`config.mk`:
```
export PLATFORM = sky130hd
export DESIGN_NAME = waveform_mixer
export DESIGN_NICKNAME = d
export VERILOG_FILES = /design/src/rtl/waveform_mixer_pkg.sv /design/src/rtl/mixer_divider.sv /design/src/rtl/waveform_mixer.sv
export SDC_FILE = /design/constraint.sdc
export NUM_CORES = 1
export LEC_CHECK = 0
export BUFFER_PORTS_ARGS = -buffer_cell sky130_fd_sc_hd__buf_2
export CORE_ASPECT_RATIO = 1.2
export CORE_MARGIN = 2
export CORE_UTILIZATION = 55
export CTS_BUF_LIST = sky130_fd_sc_hd__clkbuf_8
export CTS_CLUSTER_SIZE = 20
export DETAILED_ROUTE_END_ITERATION = 16
export HOLD_SLACK_MARGIN = 0.08
export PLACE_DENSITY = 0.76
export SETUP_SLACK_MARGIN = 0.05
export SLEW_MARGIN = 10
export SYNTH_ARGS = -nofsm -noshare
export SYNTH_HDL_FRONTEND = slang
export SYNTH_SLANG_ARGS = --single-unit
```
`constraint.sdc`:
```
create_clock -name clk -period 5.82 [get_ports clk]
set_input_delay 0.291 -clock clk [delete_from_list [all_inputs] [get_ports clk]]
set_output_delay 0.291 -clock clk [all_outputs]
set_load 0.02 [all_outputs]
```
`src/rtl/waveform_mixer_pkg.sv`:
```
// Shared types and width helpers for the waveform mixer and its divider.
// The frame FSM states and the snapshotted combine mode live here.
package waveform_mixer_pkg;

   typedef enum logic [2:0] {
      IDLE,
      COLLECT,
      ACCUM,
      DIV,
      SAT,
      OUT
   } state_t;

   typedef enum logic {
      MODE_AVG = 1'b0,
      MODE_SUM = 1'b1
   } mode_t;

   // Accumulator width that holds num_ch full-scale samples without overflow.
   function automatic int sum_w(input int sample_w, input int num_ch);
      return sample_w + $clog2(num_ch);
   endfunction

endpackage

```
`src/rtl/mixer_divider.sv`:
```
// Fixed-latency restoring divider: DIV_W quotient bits, one bit per cycle.
// The first step runs on the start cycle, and done pulses once the last bit is in.
module mixer_divider #(
   parameter int DIV_W = 11,
   parameter int CNT_W = 3
) (
   input  logic             clk,
   input  logic             n_rst,
   input  logic             start,
   input  logic [DIV_W-1:0] dividend,
   input  logic [CNT_W-1:0] divisor,
   output logic [DIV_W-1:0] quotient,
   output logic             done
);

   localparam int STEP_W = $clog2(DIV_W + 1);

   logic [CNT_W-1:0]  rem_reg;
   logic [DIV_W-1:0]  quo_reg;
   logic [CNT_W-1:0]  dvs_reg;
   logic [STEP_W-1:0] step_reg;
   logic              done_reg;

   logic [CNT_W-1:0]  rem_src;
   logic [DIV_W-1:0]  quo_src;
   logic [CNT_W-1:0]  dvs_src;
   logic [STEP_W-1:0] step_src;
   logic [CNT_W:0]    rem_shift;
   logic              fits;
   logic [CNT_W-1:0]  rem_next;
   logic [DIV_W-1:0]  quo_next;
   logic              active;

   // A start overrides any division in flight and seeds the step from the inputs.
   always_comb begin
      active    = start | (step_reg != '0);
      rem_src   = start ? '0 : rem_reg;
      quo_src   = start ? dividend : quo_reg;
      dvs_src   = start ? divisor : dvs_reg;
      step_src  = start ? STEP_W'(DIV_W) : step_reg;
      rem_shift = {rem_src, quo_src[DIV_W-1]};
      fits      = (rem_shift >= {1'b0, dvs_src});
      // The remainder stays below the divisor, so the low bits carry the full result.
      rem_next  = fits ? (rem_shift[CNT_W-1:0] - dvs_src) : rem_shift[CNT_W-1:0];
      quo_next  = {quo_src[DIV_W-2:0], fits};
   end

   always_ff @(posedge clk or negedge n_rst) begin
      if (!n_rst) begin
         rem_reg  <= '0;
         quo_reg  <= '0;
         dvs_reg  <= '0;
         step_reg <= '0;
         done_reg <= 1'b0;
      end else begin
         done_reg <= 1'b0;
         if (active) begin
            rem_reg  <= rem_next;
            quo_reg  <= quo_next;
            dvs_reg  <= dvs_src;
            step_reg <= step_src - STEP_W'(1);
            done_reg <= (step_src == STEP_W'(1));
         end
      end
   end

   assign quotient = quo_reg;
   assign done     = done_reg;

endmodule

```
`src/rtl/waveform_mixer.sv`:
```
// N-channel oscillator mixer: gathers one sample per enabled channel each frame, then emits
// their average or saturating sum. Define WAVEFORM_MIXER_ROUND_EN for round-half-up averaging.
module waveform_mixer
   import waveform_mixer_pkg::*;
#(
   parameter int NUM_CH   = 4,
   parameter int SAMPLE_W = 8
) (
   input  logic                       clk,
   input  logic                       n_rst,
   input  logic [NUM_CH-1:0]          ch_en,
   input  logic                       mode,
   input  logic [NUM_CH-1:0]          done,
   input  logic [NUM_CH*SAMPLE_W-1:0] samples,
   output logic                       ready,
   output logic [SAMPLE_W-1:0]        mix_out,
   output logic                       busy
);

   localparam int SUM_W = sum_w(SAMPLE_W, NUM_CH);
   localparam int DIV_W = SUM_W + 1;
   localparam int CNT_W = $clog2(NUM_CH + 1);
   localparam int IDX_W = $clog2(NUM_CH);
   localparam logic [IDX_W-1:0]    LAST_IDX = IDX_W'(NUM_CH - 1);
   localparam logic [SAMPLE_W-1:0] MAX_S    = '1;

   state_t              state_reg;
   mode_t               mode_reg;
   logic [NUM_CH-1:0]   pending_reg;
   logic [NUM_CH-1:0]   en_snap_reg;
   logic [NUM_CH-1:0]   done_q_reg;
   logic [SAMPLE_W-1:0] cap_reg [NUM_CH];
   logic [IDX_W-1:0]    idx_reg;
   logic [SUM_W-1:0]    sum_reg;
   logic [CNT_W-1:0]    count_reg;
   logic [SAMPLE_W-1:0] mix_out_reg;
   logic                ready_reg;

   logic [SAMPLE_W-1:0] sample_ch [NUM_CH];
   logic [NUM_CH-1:0]   done_edge;
   logic [NUM_CH-1:0]   cap_hit;
   logic [NUM_CH-1:0]   pending_next;
   logic [SAMPLE_W-1:0] add_val;
   logic [SUM_W-1:0]    sum_next;
   logic [CNT_W-1:0]    count_next;
   logic [DIV_W-1:0]    dividend;
   logic                div_start;
   logic [DIV_W-1:0]    div_quotient;
   logic                div_done;
   logic [SAMPLE_W-1:0] sat_val;
   logic [SAMPLE_W-1:0] div_val;

   assign done_edge = done & ~done_q_reg;

   genvar gi;
   generate
      for (gi = 0; gi < NUM_CH; gi++) begin : g_ch
         assign sample_ch[gi] = samples[gi*SAMPLE_W +: SAMPLE_W];
         assign cap_hit[gi]   = done_edge[gi] & pending_reg[gi];
      end
   endgenerate

   assign pending_next = pending_reg & ~cap_hit;

   // The last accumulate step feeds the divider directly so its fixed latency starts on time.
   always_comb begin
      add_val    = en_snap_reg[idx_reg] ? cap_reg[idx_reg] : '0;
      sum_next   = sum_reg + SUM_W'(add_val);
      count_next = count_reg + CNT_W'(en_snap_reg[idx_reg]);
`ifdef WAVEFORM_MIXER_ROUND_EN
      dividend   = DIV_W'(sum_next) + DIV_W'(count_next >> 1);
`else
      dividend   = DIV_W'(sum_next);
`endif
      div_start  = (state_reg == ACCUM) && (idx_reg == LAST_IDX) && (mode_reg == MODE_AVG);
      sat_val    = (sum_reg > SUM_W'(MAX_S)) ? MAX_S : sum_reg[SAMPLE_W-1:0];
      div_val    = (div_quotient > DIV_W'(MAX_S)) ? MAX_S : div_quotient[SAMPLE_W-1:0];
   end

   mixer_divider #(
      .DIV_W (DIV_W),
      .CNT_W (CNT_W)
   ) u_divider (
      .clk      (clk),
      .n_rst    (n_rst),
      .start    (div_start),
      .dividend (dividend),
      .divisor  (count_next),
      .quotient (div_quotient),
      .done     (div_done)
   );

   always_ff @(posedge clk or negedge n_rst) begin
      if (!n_rst) begin
         state_reg   <= IDLE;
         mode_reg    <= MODE_AVG;
         pending_reg <= '0;
         en_snap_reg <= '0;
         done_q_reg  <= '0;
         idx_reg     <= '0;
         sum_reg     <= '0;
         count_reg   <= '0;
         mix_out_reg <= '0;
         ready_reg   <= 1'b0;
         for (int i = 0; i < NUM_CH; i++) begin
            cap_reg[i] <= '0;
         end
      end else begin
         done_q_reg <= done;
         ready_reg  <= 1'b0;
         case (state_reg)
            IDLE: begin
               // Edges seen here belong to no frame and are dropped.
               if (ch_en != '0) begin
                  pending_reg <= ch_en;
                  en_snap_reg <= ch_en;
                  mode_reg    <= mode_t'(mode);
                  idx_reg     <= '0;
                  sum_reg     <= '0;
                  count_reg   <= '0;
                  state_reg   <= COLLECT;
               end
            end
            COLLECT: begin
               for (int i = 0; i < NUM_CH; i++) begin
                  if (cap_hit[i]) begin
                     cap_reg[i] <= sample_ch[i];
                  end
               end
               pending_reg <= pending_next;
               if (pending_next == '0) begin
                  state_reg <= ACCUM;
               end
            end
            ACCUM: begin
               sum_reg   <= sum_next;
               count_reg <= count_next;
               if (idx_reg == LAST_IDX) begin
                  idx_reg   <= '0;
                  state_reg <= (mode_reg == MODE_AVG) ? DIV : SAT;
               end else begin
                  idx_reg <= idx_reg + IDX_W'(1);
               end
            end
            DIV: begin
               if (div_done) begin
                  mix_out_reg <= div_val;
                  ready_reg   <= 1'b1;
                  state_reg   <= OUT;
               end
            end
            SAT: begin
               mix_out_reg <= sat_val;
               ready_reg   <= 1'b1;
               state_reg   <= OUT;
            end
            OUT: begin
               state_reg <= IDLE;
            end
            default: begin
               state_reg <= IDLE;
            end
         endcase
      end
   end

   assign ready   = ready_reg;
   assign mix_out = mix_out_reg;
   assign busy    = (state_reg != IDLE);

endmodule

```
# Word-level counts from Yosys, hierarchy flattened
# Cells that the tools add are included.
[op_classes]
n_mux = 33
n_bitwise = 11
addsub = 5
n_eq_ne = 10
reduce_logical = 19
magnitude_cmp = 5
[op_table]
columns = ["cell", "n"]
rows = [
  ["$mux 8", 6],
  ["$mux 3", 9],
  ["$pmux 10 s2", 1],
  ["$bmux 8 s2", 1],
  ["$pmux 8 s2", 1],
  ["$reduce_and 2->1", 8],
  ["$pmux 3 s5", 1],
  ["$gt 11x8->1 const B", 1],
  ["$mux 11", 1],
  ["$add 10x8->10", 1],
  ["$gt 10x8->1 const B", 1],
  ["$mux 10", 1],
  ["$and 4x4->4", 2],
  ["$mux 4", 2],
  ["$not 4->4", 2],
  ["$pmux 4 s2", 1],
  ["$reduce_bool 4->1", 2],
  ["$eq 3x2->1 const B", 2],
  ["$pmux 3 s2", 1],
  ["$reduce_bool 2->1", 3],
  ["$and 1x1->1", 4],
  ["$eq 4x1->1 const B", 1],
  ["$ge 4x3->1", 1],
  ["$logic_not 4->1", 1],
  ["23 further kinds", 29],
]
[totals]
out_inout_bits = 10
inputBits = 43
regBits = 94
word_cells = 102

# Longest topological paths before layout
# Gate-level depths: netlist of the first run.
[depth]
word_depth = 9
ltp_mapped = 15
depth_no_buf = 15

# Modules after synthesis
# From an unflattened synthesis of the first run, not the netlist that was laid out.
[hier_totals]
cells_unflattened = 410
area_unflattened_um2 = 4795.8
[modules_own_cells]
columns = ["module", "cells_per_inst", "n_inst", "seq_area_each_um2", "area_per_inst_um2"]
rows = [
  ["waveform_mixer", 301, 1, 1801.7, 3613.5],
  ["mixer_divider", 109, 1, 550.5, 1182.4],
]

# Least setup slack after synthesis of the first run
# OpenSTA, ideal clock, no wires.
[synth_path]
path_type = "register to register"
start = "register idx_reg[1]"
end = "register u_divider.rem_reg[2]"
setup_slack_ns = 2.538
setup_ns = 0.067
arrival_ns = 3.215
path_stages_with_launch = 15
synth_period_minus_slack_ns = 3.282
cell_sequence = "dfrtp_1 -> mux2_2 -> o21ai_1 -> inv_1 -> ha_1 -> ha_1 -> xnor2_1 -> a21oi_1 -> inv_1 -> ha_1 -> nor2b_1 -> a311o_1 -> or2_1 -> o31ai_1 -> a32o_1"
[synth_via]
elab_chain_cells = 6
word_cells_on_any_way = 13
cone_classes = "2 x add/sub; 1 x order compare; 1 x eq/ne; 6 x mux; 1 x bitwise; 2 x reduce/logical"
[synth_lines]
columns = ["element", "line_no", "text"]
rows = [
  ["start: declaration", "waveform_mixer.sv:33", "logic [IDX_W-1:0] idx_reg;"],
  ["start signal: assignment", "waveform_mixer.sv:142", "idx_reg <= idx_reg + IDX_W'(1);"],
  ["$bmux 1 s2 or $eq 2x2->1 (tied branches)", "waveform_mixer.sv:69, waveform_mixer.sv:75", ""],
  ["$mux 1 (implied by the code) or $logic_and 1x1->1 (tied branches)", "waveform_mixer.sv:69, waveform_mixer.sv:75", ""],
  ["$add 3x1->3 or $logic_and 1x1->1 (tied branches)", "waveform_mixer.sv:69, waveform_mixer.sv:75", ""],
  ["$mux 3, or another cell as far along", "mixer_divider.sv:39", "dvs_src = start ? divisor : dvs_reg;"],
  ["$ge 4x3->1 or $sub 3x3->3 (tied branches)", "mixer_divider.sv:42, mixer_divider.sv:44", ""],
  ["$mux 3", "mixer_divider.sv:44", "rem_next = fits ? (rem_shift[CNT_W-1:0] - dvs_src) : rem_shift[CNT_W-1:0];"],
  ["end signal: assignment", "mixer_divider.sv:58", "rem_reg <= rem_next;"],
  ["end: declaration", "mixer_divider.sv:18", "logic [CNT_W-1:0] rem_reg;"],
]
# Parallel ways exist; a longest one is shown, timed or not. The select of a mux whose other input is x is not followed.
# A chain may end at the register's enable or synchronous reset.

# Worst setup path after layout of the first run
# Ends and elaborated chain as after synthesis.

==> results.py, run 1 <==
metrics = {
    "global_routing": {
        "grt_pass1_vias": 3334,
        "track_usage_pct": 21.7,
        "grt_max_degree": 70,
        "grt-ovfl-total": 0,
        "grt_pass1_wl_um": 15700,
        "antenna_found_initial": 0,
    },
    "cts": {
        "cts_root_buf": "clkbuf_8",
        "holdBufCountCts": 5,
        "cts_tree": "built",
        "clk_pin_slew_ps": 100,
        "cts.sinks": 94,
        "insertion_delay_ps": 380,
        "post_cts_resized": 0,
        "clock_path_buffers": 2,
        "postCtsSetupBuffers": 0,
        "htreeDepth": 3,
        "cts_buffers": 9,
    },
    "worst_setup_path": {
        "path_common_cell": "ha_1",
        "crit_path_cell_trace": "mux2_2 -> o21ai_1 -> inv_1 -> ha_1 -> ha_1 -> xnor2_1 -> a21oi_1 -> inv_1 -> ha_1 -> nor2b_1 -> a311o_1 -> or2_1 -> o31ai_1 -> a32o_1",
        "worstPathArrival_ps": 4360,
        "max_stage_delay_ps": 680,
        "cpLargestDelayFamily": "compound AO/OA/AOI/OAI gates",
        "end_kind": "flop",
        "startpoint_type": "flop",
        "path_buf_inv": 2,
        "path_class": "flop to flop",
        "cp.required_ps": 6130,
        "slowest_stage": "dfrtp_1",
        "crit_path_max_fanout": 14,
    },
    "floorplanning": {
        "rows": 37,
        "die_x_um": 88.7,
        "start_util_pct": 55.9,
        "die_y_um": 106,
        "core_area_mm2": 0.00847,
        "die_area_mm2": 0.00938,
        "top_level_ports": 53,
    },
    "sta": {
        "final.setup.tns_ps": 0,
        "tightest_slew_ps": 1210,
        "skew_ps": 16.9,
        "rsz0062_at_grt": "no",
        "setup_slack_ps": 1770,
        "slew_viol_final": 0,
        "timing.fmax_mhz": 247,
        "relSlewSlack_pct": 18.5,
        "setup_viol": 0,
        "period_share_pct": 69.6,
        "hold_viol": 0,
        "period_needed_ps": 4050,
    },
    "final_layout": {
        "nFillCells": 707,
        "nets": 525,
        "antennaDiodeCount": 0,
        "final_util_pct": 62.6,
        "drive_above_1_share_pct": 27.3,
        "area_growth_pct": 11.9,
        "largest_reg_flops": 32,
    },
    "synthesis": {
        "syn-cell-area_mm2": 0.00474,
        "syn_nets": 472,
        "synth.area.top_cells": "dfrtp_1 50%, mux2_2 8.8%, ha_1 4.2%",
        "syn_inst": 411,
        "ys.flop_type": "dfrtp_1",
        "ys_types": 51,
        "ys_seq_area_share_pct": 49.6,
        "yosys_warnings": 0,
        "synth-edff-count": 0,
        "synth_top_area_cell": "dfrtp_1",
        "synth_seq_cells": 94,
        "avgSynthCellArea_um2": 11.5,
        "synth_top_area_share_pct": 49.6,
        "synthArstFlopShare_pct": 100,
    },
    "detailed_routing": {
        "wire_per_inst_um": 15.6,
        "dr.pass1.iters": 4,
        "ant_nets": 0,
        "wirelength_um": 9140,
        "drt_iter0_markers": 150,
        "vias": 3309,
        "avgViaCountPerCell": 5.65,
        "drc_errors": 0,
    },
    "pwr": {
        "pwr_density_cell_mw_per_mm2": 210,
        "irDropWorstVdd_v": 0.000179,
        "p_leak_uw": 0.00271,
    },
    "place": {
        "globalplace.congestion": 0.871,
        "hpwl_um": 6660,
        "post-place-ws_ps": 1800,
        "numPortBuffers": 52,
    },
    "run": {
        "maxCapViolCount": 0,
    },
    "min_path": {
        "hp-class": "input port to flop",
    },
    "outcome": {
        "status": "complete, no violations",
    },
}
-- Yosys cell counts, types with 8 or more instances --
cell and n:
nand2_1 29, inv_1 14, o21ai_0 14, nor2b_1 18, mux2i_1 9, dfrtp_1 94
a21oi_1 16, mux2_2 37, xnor2_1 8, a21o_1 8, o21ai_1 9, o22ai_1 11
ha_1 16, buf_2 12, nor2_1 32, a22o_1 14
-- cell usage in the layout (no fill, tap or decap), types with 7 or more instances in the layout --
master     n
a211oi_1   7
a21o_1     8
a21oi_1   16
a22o_1    14
buf_2     51
clkbuf_8  12
dfrtp_1   94
ha_1      16
inv_1     15
mux2_2    37
mux2i_1    9
mux4_2     7
nand2_1   29
nor2_1    32
nor2b_1   18
o21ai_0   14
o21ai_1    9
o22ai_1   11
xnor2_1    8
-- per-layer routing --
metal | track usage [%] | wire [um] | up-vias
li1 | - | - | 1588
met1 | 29.2 | 4110 | 1634
met2 | 34.1 | 4540 | 77
met3 | 4.39 | 347 | 10
met4 | 9.20 | 143 | 0
met5 | 0 | 0 | -
-- final cells by class --
cell class                 instances  area (um^2)  share of cell area, %
sequential                        94         2350                   44.4
multi-input combinational        287         2240                   42.3
timing repair buffer              58          320                   6.04
clock buffer                      12          165                   3.12
tap                              117          146                   2.76
inverter                          14         52.6                  0.991
clock inverter                     4         21.3                  0.401
-- tightest hold or removal path, delay by kind of cell --
kind,cells,cell delay (ps)
AOI/OAI and AO/OA,1,50
buffers and inverters,1,70
and+or+nand+nor,1,30
-- where the power goes --
group          leakage (uW)  switching, uW  internal (uW)  total [uW]
sequential          0.00125           3.26            658         661
combinational       0.00136           23.5           18.2        41.7
clock             0.0000996            222            187         410
-- kinds of logic (layout without fill, tap and decap cells) --
kind of cell             after synthesis  after routing  synth area share (%)
AND/OR/NAND/NOR                      106            106                  12.0
AO/OA/AOI/OAI                        100            100                  14.3
flip-flops                            94             94                  49.6
multiplexers                          54             54                  14.3
buffers and inverters                 30             88                  3.01
adder cells (fa/ha/maj)               18             18                  5.07
XOR/XNOR                               9              9                  1.66
-- final timing paths --
check | from | to | slack [ps] | depth (start not counted)
max in group asynchronous | n_rst | u_divider.quotient[9] | 4280 | 3
setup / recovery | idx_reg[1] | u_divider.rem_reg[2] | 1770 | 14
hold reg to reg | u_divider.dvs_reg[1] | u_divider.dvs_reg[1] | 470 | 2
setup reg to reg | idx_reg[1] | u_divider.rem_reg[2] | 1770 | 14
min in group asynchronous | n_rst | state_reg[2] | 360 | 2
hold / removal | mode | mode_reg | 120 | 3
-- stage by stage --
step	instance area [um^2]	std cells	total power, uW	hold slack [ps]
6_report	5300	586	1110	118
5_1_grt	5300	586	1150	137
4_1_cts	5300	586	1120	112
3_5_place_dp	5060	565	714	220
3_3_place_gp	5060	565	713	222
2_1_floorplan	4740	411	682	-4.59
(Power assumes the default switching activity.)
==> inputs of run 2 (changes only) <==
Settings changed: ABC_AREA set to 1, PLACE_DENSITY 0.76 to 0.78.
Clock period 5.82 ns to 3.5 ns, I/O delays scaled along.
==> run 2 against run 1 <==
  * Largest cell class unchanged
  * Total power grew to 4.3 times the previous value
  * Largest power group is now combinational cells
  * Register-to-register slack lost 1400 ps
  * Sequential share of layout area shrank 4.2 points
  * Area after synthesis grew 2.2%
  * Worst setup slack lost 1400 ps
  * Highest routed layer unchanged
  * Clock power grew 80%
  * Clock skew shrank 1.9 ps
==> results.py, run 2 <==
metrics = {
    "outcome": {
        "status": "complete, no violations",
    },
    "cts": {
        "insertion_delay_ps": 380,
        "cts.sinks": 94,
        "htreeDepth": 3,
        "cts_buffers": 9,
        "clock_path_buffers": 2,
        "postCtsSetupBuffers": 0,
        "cts_tree": "built",
        "cts_root_buf": "clkbuf_8",
        "clk_pin_slew_ps": 90,
    },
    "floorplanning": {
        "rows": 37,
        "start_util_pct": 56.6,
        "die_x_um": 89.7,
        "die_y_um": 107,
        "top_level_ports": 53,
        "core_area_mm2": 0.00856,
        "die_area_mm2": 0.00958,
    },
    "worst_setup_path": {
        "worstPathArrival_ps": 3370,
        "path_class": "flop to flop",
        "max_stage_delay_ps": 460,
        "cp.required_ps": 3750,
        "ff2ff_path_depth": 13,
        "end_kind": "flop",
        "crit_start": "state_reg[2]",
        "crit_path_cell_trace": "inv_2 -> nand2_2 -> nor2_4 -> nand3_2 -> o21ai_0 -> inv_1 -> fa_1 -> nand2_1 -> a21oi_1 -> nand2_1 -> nand2_1 -> nand3_1 -> o21ai_0",
        "rrSetupSlack_ps": 380,
        "rr_startpoint": "state_reg[2]",
        "slowest_stage": "fa_1",
        "startpoint_type": "flop",
        "crit_path_max_fanout": 22,
        "path_common_cell": "nand2_1",
    },
    "detailed_routing": {
        "ant_nets": 0,
        "wire_per_inst_um": 14.4,
        "vias": 4215,
        "drc_errors": 0,
        "dr.pass1.iters": 4,
        "avgViaCountPerCell": 5.32,
        "wirelength_um": 11400,
        "drt_iter0_markers": 182,
    },
    "sta": {
        "tightest_slew_ps": 850,
        "skew_ps": 15.0,
        "period_needed_ps": 3120,
        "relSlewSlack_pct": 43.3,
        "rsz0062_at_grt": "no",
        "setup_viol": 0,
        "timing.fmax_mhz": 320,
        "whs_ps": 450,
        "hold_viol": 0,
        "final.setup.tns_ps": 0,
        "slew_viol_final": 0,
        "period_share_pct": 89.2,
    },
    "final_layout": {
        "nets": 731,
        "largest_reg_flops": 32,
        "area_growth_pct": 20.9,
        "nFillCells": 667,
        "drive_above_1_share_pct": 15.9,
        "antennaDiodeCount": 0,
        "finalInstanceArea_mm2": 0.00586,
        "layout_common_cells": "152 x nand2_1, 94 x dfrtp_1, 74 x inv_1, 58 x o21ai_0, 51 x buf_2",
        "final_common_cell": "nand2_1",
    },
    "synthesis": {
        "syn_nets": 633,
        "synth_most_common_cell": "nand2_1",
        "synth-edff-count": 0,
        "syn_inst": 572,
        "synth.area.top_cells": "dfrtp_1 49%, nand2_1 12%, o21ai_0 6.0%",
        "avgSynthCellArea_um2": 8.47,
        "synth_top_family_by_area": "simple AND/OR/NAND/NOR gates",
        "synthArstFlopShare_pct": 100,
        "yosys-top-cells-count": "152 x nand2_1, 94 x dfrtp_1, 72 x inv_1",
        "synth_compound_gate_area_share_pct": 13.2,
        "synth_top_area_share_pct": 48.6,
        "yosys.area_share.simple_pct": 21.3,
        "ys_seq_area_share_pct": 48.6,
        "ys.flop_type": "dfrtp_1",
        "synthMuxAreaShare_pct": 3.72,
        "ys_types": 38,
        "synth_top_area_cell": "dfrtp_1",
        "syn-cell-area_mm2": 0.00484,
        "synthAdderAreaFrac_pct": 4.96,
        "synth_seq_cells": 94,
        "yosys_warnings": 0,
        "synth-xor-area-share_pct": 0.904,
    },
    "run": {
        "maxCapViolCount": 0,
    },
    "global_routing": {
        "grt_pass1_vias": 4457,
        "antenna_found_initial": 0,
        "grt-ovfl-total": 0,
        "grt_pass1_wl_um": 19800,
        "grt_max_degree": 70,
        "track_usage_pct": 26.8,
    },
    "place": {
        "globalplace.congestion": 0.925,
        "post_dp_cell_area_mm2": 0.00524,
        "numPortBuffers": 52,
        "hpwl_um": 7930,
    },
    "pwr": {
        "pwr_density_cell_mw_per_mm2": 825,
        "p_leak_uw": 0.00308,
        "irDropWorstVdd_v": 0.000456,
        "p_total_uw": 4840,
    },
    "min_path": {
        "hp-class": "input port to asynchronous set/reset pin",
    },
}
## run 2: cell count changes after synthesis, moves of 11 or more
cell	before	now
a21oi_1	16	27
inv_1	14	72
mux2_2	37	15
nand2_1	29	152
nand3_1	0	33
nor2b_1	18	0
o21ai_0	14	58
## run 2: logic make-up after synthesis
group / count (synthesis)
buffers and inverters: 90
flip-flops: 94
XOR/XNOR: 5
multiplexers: 16
adder cells (fa/ha/maj): 18
AND/OR/NAND/NOR: 238
AO/OA/AOI/OAI: 111
## run 2: final timing paths
check / to
min: mix_out[7]
max: u_divider.rem_reg[0]
max in group asynchronous: cap_reg[23]
max reg2reg: u_divider.rem_reg[0]
min in group clk: done_q_reg[1]
min reg2reg: u_divider.rem_reg[2]
## run 2: worst max-delay path: cells and delay by family (launching register included)
family	cells	cell delay [ps]
AND/OR/NAND/NOR	7	1210
AO/OA/AOI/OAI	3	660
adder cells (fa/ha/maj)	1	460
flip-flops	1	430
buffers and inverters	2	230
## run 2: repair_timing
action,4_1_cts,5_1_grt
hold buffers,42,0
endpoints found under the hold margin,112,0
gates resized for setup,0,0
## run 2: metal layers
metal / vias to the layer above / global-route usage (%) / wire (um)
li1: 2086 / - / -
met1: 1988 / 31.8 / 4710
met2: 113 / 45.9 / 5810
met3: 28 / 6.47 / 546
met4: 0 / 10.6 / 307
met5: - / 0 / 0
## run 2: power breakdown
group | switching, uW | internal [uW]
registers | 266 | 1560
clock network | 375 | 363
logic | 1420 | 851
## run 2: area by class of cell
type | count | area [um^2] | share of cell area (%)
repair buffers | 101 | 736 | 12.6
flip-flops and latches | 94 | 2350 | 40.1
multi-input cells | 388 | 2140 | 36.5
well taps | 117 | 146 | 2.50
clock buffers | 11 | 151 | 2.58
inverters | 76 | 285 | 4.87
clock inverters | 5 | 50.0 | 0.854
## run 2: stage by stage
stage	std cells	utilization [%]	worst slack, ps
2_1_floorplan	572	-	587
3_3_place_gp	734	61.2	669
3_5_place_dp	734	61.2	452
4_1_cts	792	68.4	431
5_1_grt	792	68.4	111
6_report	792	68.4	379
==> inputs of run 3 (changes only) <==
Settings changed: CORE_ASPECT_RATIO 1.2 to unset, CTS_CLUSTER_DIAMETER set to 30.
==> run 3 against run 2 <==
  * Utilization shrank 0.33 points
  * Combinational power is essentially flat
  * Critical path depth grew 1
  * Total power grew 2.5%
  * Non-clock buffer count is the same
  * Sequential power is essentially flat
  * Die area is essentially flat
  * Hold slack lost 160 ps
  * Highest routed layer unchanged
  * Register-to-register slack lost 60 ps
==> results.py, run 3 (synthesis results as in run 2) <==
metrics = {
    "outcome": {
        "status": "complete, no violations",
    },
    "pwr": {
        "p_leak_uw": 0.00308,
        "pwr_density_cell_mw_per_mm2": 843,
        "p_total_uw": 4960,
        "irDropWorstVdd_v": 0.000368,
    },
    "cts": {
        "insertion_delay_ps": 360,
        "cts_root_buf": "clkbuf_8",
        "cts.sinks": 94,
        "clock_path_buffers": 2,
        "post_cts_resized": 0,
        "htreeDepth": 3,
        "cts_tree": "built",
        "cts_buffers": 9,
        "clk_pin_slew_ps": 100,
    },
    "final_layout": {
        "area_growth_pct": 21.4,
        "final_util_pct": 68.1,
        "final_common_cell": "nand2_1",
        "finalInstanceArea_mm2": 0.00588,
        "drive_above_1_share_pct": 16.1,
        "layout_common_cells": "152 x nand2_1, 94 x dfrtp_1, 72 x inv_1, 58 x o21ai_0, 51 x buf_2",
        "nets": 731,
        "largest_reg_flops": 32,
    },
    "detailed_routing": {
        "vias": 4276,
        "wire_per_inst_um": 15.3,
        "drt_iter0_markers": 324,
        "dr.pass1.iters": 5,
        "wirelength_um": 12000,
        "drc_errors": 0,
        "ant_nets": 0,
        "avgViaCountPerCell": 5.45,
    },
    "sta": {
        "tightest_slew_ps": 889,
        "final.setup.tns_ps": 0,
        "setup_viol": 0,
        "period_needed_ps": 3180,
        "rsz0062_at_grt": "no",
        "timing.fmax_mhz": 314,
        "hold_viol": 0,
        "relSlewSlack_pct": 40.4,
        "skew_ps": 14.7,
        "period_share_pct": 90.9,
        "setup_slack_ps": 318,
        "slew_viol_final": 0,
    },
    "floorplanning": {
        "top_level_ports": 53,
        "rows": 34,
        "die_x_um": 97.9,
        "start_util_pct": 56.1,
        "die_area_mm2": 0.00958,
        "die_y_um": 97.9,
        "core_area_mm2": 0.00864,
    },
    "place": {
        "post_dp_cell_area_mm2": 0.00523,
        "globalplace.congestion": 0.870,
        "numPortBuffers": 52,
        "post-place-ws_ps": 427,
        "hpwl_um": 8060,
    },
    "worst_setup_path": {
        "path_class": "flop to flop",
        "worstPathArrival_ps": 3420,
        "crit_path_max_fanout": 11,
        "crit_start": "idx_reg[1]",
        "end_kind": "flop",
        "ff2ff_path_depth": 14,
        "rrSetupSlack_ps": 320,
        "rr_startpoint": "idx_reg[1]",
        "startpoint_type": "flop",
        "cp.required_ps": 3740,
        "r2r-end": "u_divider.rem_reg[0]",
    },
    "global_routing": {
        "antenna_found_initial": 0,
        "track_usage_pct": 26.4,
        "grt_pass1_wl_um": 20400,
        "grt_pass1_vias": 4390,
        "grt-ovfl-total": 0,
        "grt_max_degree": 36,
    },
    "run": {
        "maxCapViolCount": 0,
    },
    "min_path": {
        "hp-class": "input port to asynchronous set/reset pin",
    },
}
## run 3: layout make-up
| cell class | count | area, um^2 |
|---|---|---|
| diodes | 1 | 2.50 |
| clock buffers | 10 | 138 |
| clock inverters | 6 | 92.6 |
| fillers | 654 | 2760 |
| inverters | 76 | 285 |
| multi-input cells | 388 | 2140 |
| flip-flops and latches | 94 | 2350 |
| well taps | 108 | 135 |
| repair buffers | 101 | 736 |
## run 3: worst max-delay path: stages, from the launching register on
cell and delay, ps:
dfrtp_1 590, clkinv_1 160, o21ai_0 130, o22ai_2 120, ha_1 200, ha_1 280, o21ai_0 400, inv_1 130
fa_1 470, nand2_1 80, a21oi_1 100, nand2_1 140, nand2_1 80, nand3_1 80, o21ai_0 100
## run 3: routing by layer
metal | vias to the layer above | GRT usage, % | wire length, um
met3 | 35 | 4.37 | 541
met1 | 2042 | 32.8 | 5020
met5 | - | 0 | 0
met2 | 129 | 45.2 | 5970
li1 | 2070 | - | -
met4 | 0 | 12.7 | 426
## run 3: worst max path at each step
stage / slack (ps) / end
global route: 70 / u_divider.rem_reg[0]
detailed placement: 430 / u_divider.rem_reg[0]
finish: 320 / u_divider.rem_reg[0]
CTS: 400 / u_divider.rem_reg[0]
floorplan: 590 / u_divider.rem_reg[0]
global placement: 670 / u_divider.rem_reg[0]
## run 3: report_power, final
| group | internal (uW) | switching [uW] | leakage (uW) |
|---|---|---|---|
| registers | 1560 | 276 | 0.00115 |
| logic | 845 | 1450 | 0.00182 |
| clock network | 426 | 401 | 0.000109 |
| total | 2830 | 2130 | 0.00308 |
## run 3: timing repair
action / 4_1_cts / 5_1_grt
hold buffers: 42 / 0
hold endpoints to repair: 75 / 0
setup buffers: 0 / 0
## run 3: stage by stage
| stage | instances | hold WS [ps] |
|---|---|---|
| floorplan | 572 | -121 |
| global placement | 725 | 153 |
| detailed placement | 725 | 158 |
| CTS | 783 | 309 |
| global route | 783 | 330 |
| finish | 784 | 294 |
